## src/rtl/mem_access_unit.sv

```systemverilog
// ----------------------------------------------------------------------------
// mem_access_unit
//   Initiator side of a word-wide data RAM port. Takes one CPU load/store
//   request at a time (byte/half/word, any byte address) and turns it into
//   word-indexed RAM accesses. The RAM has no byte enables, so every store
//   first reads the addressed word and then writes back a merged word.
//   Requests that are misaligned, use the illegal size or index past the end
//   of the RAM complete at once with rsp_err set and never touch the RAM.
//
// Ports
//   clk, rst            clock; asynchronous active-low reset
//   req_valid/req_ready request handshake
//   req_we              1 = store, 0 = load
//   req_size            00 byte, 01 half, 10 word, 11 illegal
//   req_signed          load result sign-extended when 1
//   req_addr            byte address
//   req_wdata           store data, right-aligned
//   rsp_valid/rsp_ready response handshake
//   rsp_rdata           extended load result (0 for stores and errors)
//   rsp_err             request rejected
//   mem_a               RAM word index
//   mem_wd, mem_we      RAM write data / write enable
//   mem_rd              RAM read data, combinational from mem_a
// ----------------------------------------------------------------------------
module mem_access_unit #(
    parameter int MEM_WORDS = 1024
) (
    input  logic        clk,
    input  logic        rst,
    input  logic        req_valid,
    output logic        req_ready,
    input  logic        req_we,
    input  logic [1:0]  req_size,
    input  logic        req_signed,
    input  logic [31:0] req_addr,
    input  logic [31:0] req_wdata,
    output logic        rsp_valid,
    input  logic        rsp_ready,
    output logic [31:0] rsp_rdata,
    output logic        rsp_err,
    output logic [31:0] mem_a,
    output logic [31:0] mem_wd,
    output logic        mem_we,
    input  logic [31:0] mem_rd
);

    typedef enum logic [1:0] {
        IDLE   = 2'd0,
        ACCESS = 2'd1,
        WRITE  = 2'd2,
        RSP    = 2'd3
    } state_t;

    localparam logic [29:0] IDX_LIMIT = 30'(MEM_WORDS);

    state_t      state;
    state_t      state_nx;

    logic        req_fire;
    logic        req_bad;

    // Latched request and the merged store word
    logic        we_q;
    logic [1:0]  size_q;
    logic        signed_q;
    logic [31:0] addr_q;
    logic [31:0] wdata_q;
    logic [31:0] merged_q;

    // Select the addressed lane(s) of a word and extend to 32 bits.
    function automatic logic [31:0] load_extract(input logic [31:0] word,
                                                 input logic [1:0]  lane,
                                                 input logic [1:0]  size,
                                                 input logic        sgn);
        logic [7:0]  b;
        logic [15:0] h;
        logic [31:0] r;
        b = word[{lane, 3'b000} +: 8];
        h = word[{lane[1], 4'b0000} +: 16];
        case (size)
            2'b00:   r = {{24{sgn & b[7]}}, b};
            2'b01:   r = {{16{sgn & h[15]}}, h};
            default: r = word;
        endcase
        return r;
    endfunction

    // Replace the addressed lane(s) of the old word with the low store bits.
    function automatic logic [31:0] store_merge(input logic [31:0] word,
                                                input logic [31:0] wdata,
                                                input logic [1:0]  lane,
                                                input logic [1:0]  size);
        logic [31:0] r;
        r = word;
        case (size)
            2'b00:   r[{lane, 3'b000} +: 8]     = wdata[7:0];
            2'b01:   r[{lane[1], 4'b0000} +: 16] = wdata[15:0];
            default: r = wdata;
        endcase
        return r;
    endfunction

    assign req_fire = req_valid & req_ready;

    // Request validity, judged on the live request inputs at the handshake.
    always_comb begin
        req_bad = 1'b0;
        case (req_size)
            2'b00:   req_bad = 1'b0;
            2'b01:   req_bad = req_addr[0];
            2'b10:   req_bad = |req_addr[1:0];
            default: req_bad = 1'b1;
        endcase
        if (req_addr[31:2] >= IDX_LIMIT) begin
            req_bad = 1'b1;
        end
    end

    // Next state
    always_comb begin
        state_nx = state;
        case (state)
            IDLE:    if (req_fire) state_nx = req_bad ? RSP : ACCESS;
            ACCESS:  state_nx = we_q ? WRITE : RSP;
            WRITE:   state_nx = RSP;
            RSP:     if (rsp_valid && rsp_ready) state_nx = IDLE;
            default: state_nx = IDLE;
        endcase
    end

    // RAM port is driven straight from the state so that an asynchronous
    // reset drops mem_we immediately, without waiting for a clock.
    always_comb begin
        mem_a  = 32'd0;
        mem_wd = 32'd0;
        mem_we = 1'b0;
        if (state == ACCESS || state == WRITE) begin
            mem_a = {2'b00, addr_q[31:2]};
        end
        if (state == WRITE) begin
            mem_wd = merged_q;
            mem_we = 1'b1;
        end
    end

    // Control and response registers
    always_ff @(posedge clk or negedge rst) begin
        if (!rst) begin
            state     <= IDLE;
            req_ready <= 1'b0;
            rsp_valid <= 1'b0;
            rsp_rdata <= 32'd0;
            rsp_err   <= 1'b0;
        end else begin
            state     <= state_nx;
            // Registered so it stays low throughout reset and rises one
            // edge after release.
            req_ready <= (state_nx == IDLE);
            case (state)
                IDLE: begin
                    if (req_fire && req_bad) begin
                        rsp_rdata <= 32'd0;
                        rsp_err   <= 1'b1;
                    end
                end
                ACCESS: begin
                    if (!we_q) begin
                        rsp_rdata <= load_extract(mem_rd, addr_q[1:0], size_q, signed_q);
                        rsp_err   <= 1'b0;
                    end
                end
                WRITE: begin
                    rsp_rdata <= 32'd0;
                    rsp_err   <= 1'b0;
                end
                RSP: begin
                    // First RSP cycle raises rsp_valid; data is already stable.
                    if (!rsp_valid) begin
                        rsp_valid <= 1'b1;
                    end else if (rsp_ready) begin
                        rsp_valid <= 1'b0;
                    end
                end
                default: ;
            endcase
        end
    end

    // Request capture and store merge; these only matter while the FSM
    // is busy, so they carry no reset.
    always_ff @(posedge clk) begin
        if (req_fire) begin
            we_q     <= req_we;
            size_q   <= req_size;
            signed_q <= req_signed;
            addr_q   <= req_addr;
            wdata_q  <= req_wdata;
        end
        if (state == ACCESS) begin
            merged_q <= store_merge(mem_rd, wdata_q, addr_q[1:0], size_q);
        end
    end

endmodule

```

## config.mk

```make
export PLATFORM = sky130hd
export DESIGN_NAME = mem_access_unit
export DESIGN_NICKNAME = d
export VERILOG_FILES = /design/src/rtl/mem_access_unit.sv
export SDC_FILE = /design/constraint.sdc
export NUM_CORES = 1
export LEC_CHECK = 0
export BUFFER_PORTS_ARGS = -buffer_cell sky130_fd_sc_hd__buf_2
export CAP_MARGIN = 20
export CORE_UTILIZATION = 46
export DETAILED_ROUTE_END_ITERATION = 8
export GPL_TIMING_DRIVEN = 0
export PLACE_DENSITY = 0.74
export SYNTH_ARGS = -nofsm -noshare
export SYNTH_HDL_FRONTEND = slang
export SYNTH_SLANG_ARGS = --single-unit
```

## constraint.sdc

```tcl
create_clock -name clk -period 2.8 [get_ports clk]
set_input_delay 0.56 -clock clk [delete_from_list [all_inputs] [get_ports clk]]
set_output_delay 0.56 -clock clk [all_outputs]
set_load 0.02 [all_outputs]
```

==> results of run 1 <==
==> worst max-delay path: cells and delay by family, from the launching register on <==
family	cells	cell delay, ps
adders and majority gates	1	380
DFF	1	430
buffers and inverters	3	640
and+or+nand+nor	1	210
==> cells in the final DEF (no fill, tap or decap), drive strengths merged, types with 3 or more instances in the layout <==
cell type | Yosys | layout
a211oi | 10 | 10
a21o | 9 | 9
a21oi | 5 | 5
a221o | 8 | 8
a221oi | 16 | 16
a22o | 8 | 8
a22oi | 8 | 8
and2 | 62 | 62
buf | 9 | 213
clkbuf | 23 | 42
clkinv | 1 | 7
clkinvlp | 0 | 3
dfrtp | 37 | 37
edfxtp | 100 | 100
ha | 9 | 9
inv | 16 | 16
mux2i | 10 | 10
nand2 | 54 | 54
nor2 | 28 | 28
nor2b | 4 | 4
nor4b | 3 | 3
o211ai | 8 | 8
o21ai | 21 | 21
o22ai | 7 | 7
o2bb2ai | 32 | 32
o31a | 8 | 8
or4 | 4 | 4
==> power breakdown <==
group          switching [W]  internal [W]
combinational        0.00219       0.00114
sequential          0.000248       0.00277
clock               0.000813       0.00128
==> logic make-up (layout without fill, tap and decap cells) <==
| kind of cell | count (synthesis) | in the layout | share of synthesized area |
|---|---|---|---|
| AOI/OAI and AO/OA | 149 | 149 | 0.183 |
| adders and majority gates | 9 | 9 | 0.0177 |
| buffers and inverters | 49 | 283 | 0.0332 |
| DFF | 137 | 137 | 0.617 |
| muxes | 11 | 11 | 0.0175 |
| other | 1 | 2 | 0.000588 |
| and+or+nand+nor | 163 | 163 | 0.132 |
==> registers in the layout, summed over array words and instances (netlist names) <==
name and flops:
size_q 2, req_ready 1, rsp_valid 1, addr_q 32, merged_q 32, signed_q 1
wdata_q 32, state 2, rsp_err 1, we_q 1, rsp_rdata 32
==> metrics by stage <==
| step | area (um2) | cells | worst slack [ps] | hold slack, ps | util |
|---|---|---|---|---|---|
| after floorplan | 6380 | 520 | 104 | 264 | - |
| after global placement | 7600 | 897 | -478 | 470 | 0.567 |
| after detailed placement | 7630 | 899 | -78.0 | 469 | 0.569 |
| after global routing | 8210 | 930 | 28.8 | 298 | 0.612 |
| final | 8210 | 930 | 159 | 233 | 0.612 |
| after CTS | 8190 | 929 | 128 | 247 | 0.611 |
==> cell type report <==
class	instances	area (um2)	area share
Inverter	17	63.8	0.00778
Timing Repair Buffer	204	1040	0.127
Clock buffer	19	433	0.0528
Multi-Input combinational cell	334	2270	0.276
Buffer	32	148	0.0180
Tap cell	176	220	0.0268
Clock inverter	11	108	0.0131
Sequential cell	137	3930	0.479
==> what timing repair did <==
item / CTS / global route
gates resized for setup: 3 / 1
pin swaps: 0 / 0
hold buffers: 0 / 0
setup buffers: 0 / 1
setup endpoints to repair: 11 / 9
==> layer usage <==
| layer | part of all wire | wire, um | vias to the layer above |
|---|---|---|---|
| met3 | 0.088 | 1630 | 51 |
| met2 | 0.49 | 8980 | 306 |
| met4 | 0.037 | 680 | 0 |
| met5 | 0 | 0 | - |
| met1 | 0.39 | 7110 | 2526 |
| li1 | - | - | 2413 |
==> final timing paths <==
| check | slack [ps] | depth (start not counted) | to |
|---|---|---|---|
| max | 160 | 5 | mem_wd[25] |
| min | 230 | 1 | req_ready |
| max reg2reg | 240 | 9 | rsp_rdata[22] |
| min reg2reg | 490 | 1 | rsp_rdata[29] |
| max in group asynchronous | 2040 | 1 | rsp_rdata[11] |
| min in group clk | 310 | 1 | wdata_q[14] |
==> key figures, run 1 <==
GRT
  • Initial antenna violation count: 1
  • Met3 GRT Util: 0.0741
  • Largest net degree at the start of global routing: 40
  • Met2 global-route usage: 0.431
  • First-pass GRT wire length: 28.4 mm
  • Number of global-route vias before repair: 5313
  • GR Layer Usage met1: 0.322
  • Total track usage: 0.267
  • GRT overflow: 0
  • GR peak layer: met2

Timing
  • Relative slew slack: 0.297
  • Setup TNS: 0 ps
  • Final setup vio count: 0
  • Final hold vios: 0
  • Post-route clock period utilization: 0.943
  • RSZ-0062 raised after global routing: false
  • Worst-Margin Slew: 1050 ps
  • Clock Skew: 6.54 ps
  • Final min period: 2640 ps
  • Max frequency: 379 MHz
  • Final slew viol count: 0

Critical path
  • Max FO, Critical Path: 10
  • Crit-path slowest cell: dfrtp_1
  • CP required: 2240 ps
  • Nature of the critical path endpoint: output pin
  • Setup CP Type: reg -> out
  • CP cell instances: inv_1 -> ha_2 -> clkbuf_1 -> and2_1 -> buf_2
  • Startpoint types: register
  • Worst path max stage delay: 430 ps
  • CP Launch Point: state[0]
  • Reg-to-Reg Start: state[1]
  • CP arrival: 2080 ps

Drt
  • Drt first-iter violations: 486
  • Vias: 5296
  • Antenna Nets Post-Route: 0
  • DRC: 0
  • Post-DR wirelength/cell: 19.8 um
  • Routed WL: 18.4 mm
  • DRT Pass-1 Iters: 5
  • Routed vias/inst: 5.69

Logic synthesis
  • Synthesized area: 6370 um2
  • Yosys top cell by area: edfxtp_1
  • Asr flop ratio synth: 0.270
  • Top cells by count, synth: edfxtp_1, and2_1, nand2_1
  • Synth top area share: 0.471
  • Synth cell types: 51
  • Post-synthesis register bit count: 137
  • Primary FF master, synth: edfxtp_1
  • Leading post-synthesis cells by cell area: edfxtp_1, dfrtp_1, and2_1
  • Syn_area_per_cell: 12.3 um2
  • Sequential cell area fraction in the yosys report: 0.617
  • Most frequent cell after synthesis: edfxtp_1
  • Synthesis warning total: 0
  • Post-Syn Instances: 519
  • EDFF count, synth: 100

Outcome
  • Status: complete, no violations

Layout
  • Fraction of final layout cells sized beyond drive strength 1: 0.329
  • FILL cells: 1143
  • N_diodes: 0
  • Final Net Count: 856
  • Area delta synth->final: 28.8%

Floorplanning
  • Die H: 120 um
  • Row count: 42
  • Ports: 204
  • Die width: 120 um
  • Die Area: 14300 um2
  • Initial core utilization: 0.476
  • Core area: 13400 um2

Power and ir drop
  • Leakage: 3.58 nW
  • Pwr per Cell Area: 1030 nW/um2
  • Power Total: 0.00844 W
  • Peak VDD IR: 685 uV

Clocking
  • TritonCTS Buffers: 17
  • Root Buffer: clkbuf_16
  • Clk_lat worst skew: 420 ps
  • CTS tree: yes
  • Worst-case clock buffer depth: 2
  • H-tree levels: 4
  • Clk sinks: 137
  • Clock-pin slew on the worst setup and hold paths: 50 ps

Flow run
  • Max-Cap Viols: 0

Worst hold path
  • Hold WC Path Type: in -> async

Place
  • Final RePlAce weighted congestion: 0.898
  • Hpwl dp: 13.8 mm
  • Port buffer count: 201
Power figures use the tool's default switching activity.
==> inputs of run 2 (changes only) <==
Settings changed: CAP_MARGIN 20 to default, CORE_MARGIN from default to 2, CORE_UTILIZATION 46 to 55, PLACE_DENSITY 0.74 to 0.83.
Clock period 2.8 ns to 3.4 ns, I/O delays scaled along.
==> run 2 against run 1 <==
  * Critical path depth is 2 higher
  * Count of clock-buffer cells in the layout is 1 higher
  * Sequential cell count unchanged
  * Critical endpoint is now merged_q[16]
==> key figures, run 2 (synthesized netlist as in run 1, its figures left out) <==
Timing
  • Final hold vios: 0
  • Final setup vio count: 0
  • Relative slew slack: 0.239
  • Final slew viol count: 0
  • Worst-Margin Slew: 1140 ps
  • Clock Skew: 6.17 ps
  • Post-route clock period utilization: 0.874
  • Max frequency: 336 MHz
  • Setup TNS: 0 ps
  • RSZ-0062 raised after global routing: false
  • Final min period: 2970 ps

Worst hold path
  • Hold WC Path Type: in -> async

Clocking
  • Worst-case clock buffer depth: 2
  • CTS tree: yes
  • Post-CTS Setup Inserts: 0
  • H-tree levels: 4
  • Clock-pin slew on the worst setup and hold paths: 60 ps
  • Hold-fix buffers, CTS: 0
  • Post-CTS resize count: 0
  • TritonCTS Buffers: 17
  • Clk sinks: 137
  • Root Buffer: clkbuf_16
  • Clk_lat worst skew: 420 ps

Floorplanning
  • Ports: 204
  • Die width: 112 um
  • Initial core utilization: 0.560
  • Die H: 112 um
  • Die Area: 12500 um2
  • Row count: 39
  • Core area: 11400 um2

Power and ir drop
  • Peak VDD IR: 594 uV
  • Pwr per Cell Area: 846 nW/um2
  • Leakage: 3.57 nW

Layout
  • Seq. cell area: 3930 um2
  • Commonest non-fill, non-tap cell in the layout: buf_2
  • Area delta synth->final: 27.3%
  • Fraction of final layout cells sized beyond drive strength 1: 0.322
  • Design Area, Final: 8110 um2
  • Non-filler cells, final: 897
  • FILL cells: 780
  • Final Net Count: 854
  • Area of the multi-input gates: 2240 um2
  • Commonest cells after routing, fill and taps aside: buf_2, edfxtp_1, and2_1
  • N_diodes: 0

GRT
  • First-pass GRT wire length: 27.8 mm
  • Initial antenna violation count: 1
  • Largest net degree at the start of global routing: 38
  • GRT overflow: 0
  • Total track usage: 0.295
  • Number of global-route vias before repair: 5316

Drt
  • Antenna Nets Post-Route: 0
  • DRT Pass-1 Iters: 5
  • Routed vias/inst: 5.92
  • Vias: 5309
  • Routed WL: 17.9 mm
  • Post-DR wirelength/cell: 19.9 um
  • Drt first-iter violations: 470
  • DRC: 0

Critical path
  • Nature of the critical path endpoint: register
  • Max FO, Critical Path: 12
  • Startpoint types: register
  • Setup CP Type: reg -> reg
  • CP arrival: 3260 ps
  • CP required: 3690 ps

Place
  • Placed cell count: 865
  • Port buffer count: 201
  • Final RePlAce weighted congestion: 0.883
  • Hpwl dp: 13.1 mm
  • Placed cell areas: 7580 um2

Flow run
  • Max-Cap Viols: 0

Outcome
  • Status: complete, no violations
[run 2: cell count changes in the layout (fill, tap and decap cells not counted), sizes merged]
| cell | change |
|---|---|
| bufinv | -1 |
| clkbuf | +1 |
| buf | -2 |
| clkinv | +5 |
| clkinvlp | -3 |
[run 2: final timing paths]
check                                     end  cells past startpoint           from  slack [ps]
worst max-delay path             merged_q[16]                      7      addr_q[1]         430
worst min-delay path                req_ready                      1            rst         350
worst max register to register   merged_q[16]                      7      addr_q[1]         430
worst min register to register  rsp_rdata[31]                      1  rsp_rdata[31]         480
max in group asynchronous        rsp_rdata[8]                      1            rst        2510
min in group clk                     signed_q                      1     req_signed         430
[run 2: area by class of cell]
| cell class | instances | area share |
|---|---|---|
| inverters | 17 | 0.00787 |
| clock inverters | 12 | 0.0103 |
| multi-input cells | 334 | 0.277 |
| plain buffers | 32 | 0.0182 |
| repair buffers | 202 | 0.127 |
| well taps | 143 | 0.0221 |
| flip-flops and latches | 137 | 0.484 |
| clock buffers | 20 | 0.0538 |
[run 2: power breakdown]
group / switching, W / internal [W] / total (W)
Clock: 0.000659 / 0.000984 / 0.00164
Combinational: 0.00180 / 0.000927 / 0.00273
Sequential: 0.000200 / 0.00229 / 0.00249
Total: 0.00266 / 0.00420 / 0.00686
[run 2: per-stage QoR]
stage	util	hold slack [ps]	worst slack (ps)	total power, W
2_1_floorplan	-	384	643	0.00422
5_1_grt	0.713	402	258	0.00722
3_5_place_dp	0.667	471	350	0.00522
4_1_cts	0.713	354	333	0.00688
6_report	0.713	355	427	0.00686
3_3_place_gp	0.665	466	20.9	0.00513
[run 2: metal layers]
metal  part of all wire  vias up  track usage  wire [um]
met2               0.48      348        0.467       8500
met4              0.037        2        0.134        668
met1               0.38     2493        0.372       6880
li1                   -     2409            -          -
met3               0.10       57       0.0947       1830
met5            0.00067        -            0         12
[run 2: worst max-delay path: stages, from the launching register on]
cell      delay (ps)
edfxtp_1         380
clkbuf_1         380
inv_2            220
ha_1             410
nor4b_2          700
a221oi_1         170
a211oi_1         440
a21o_1           140
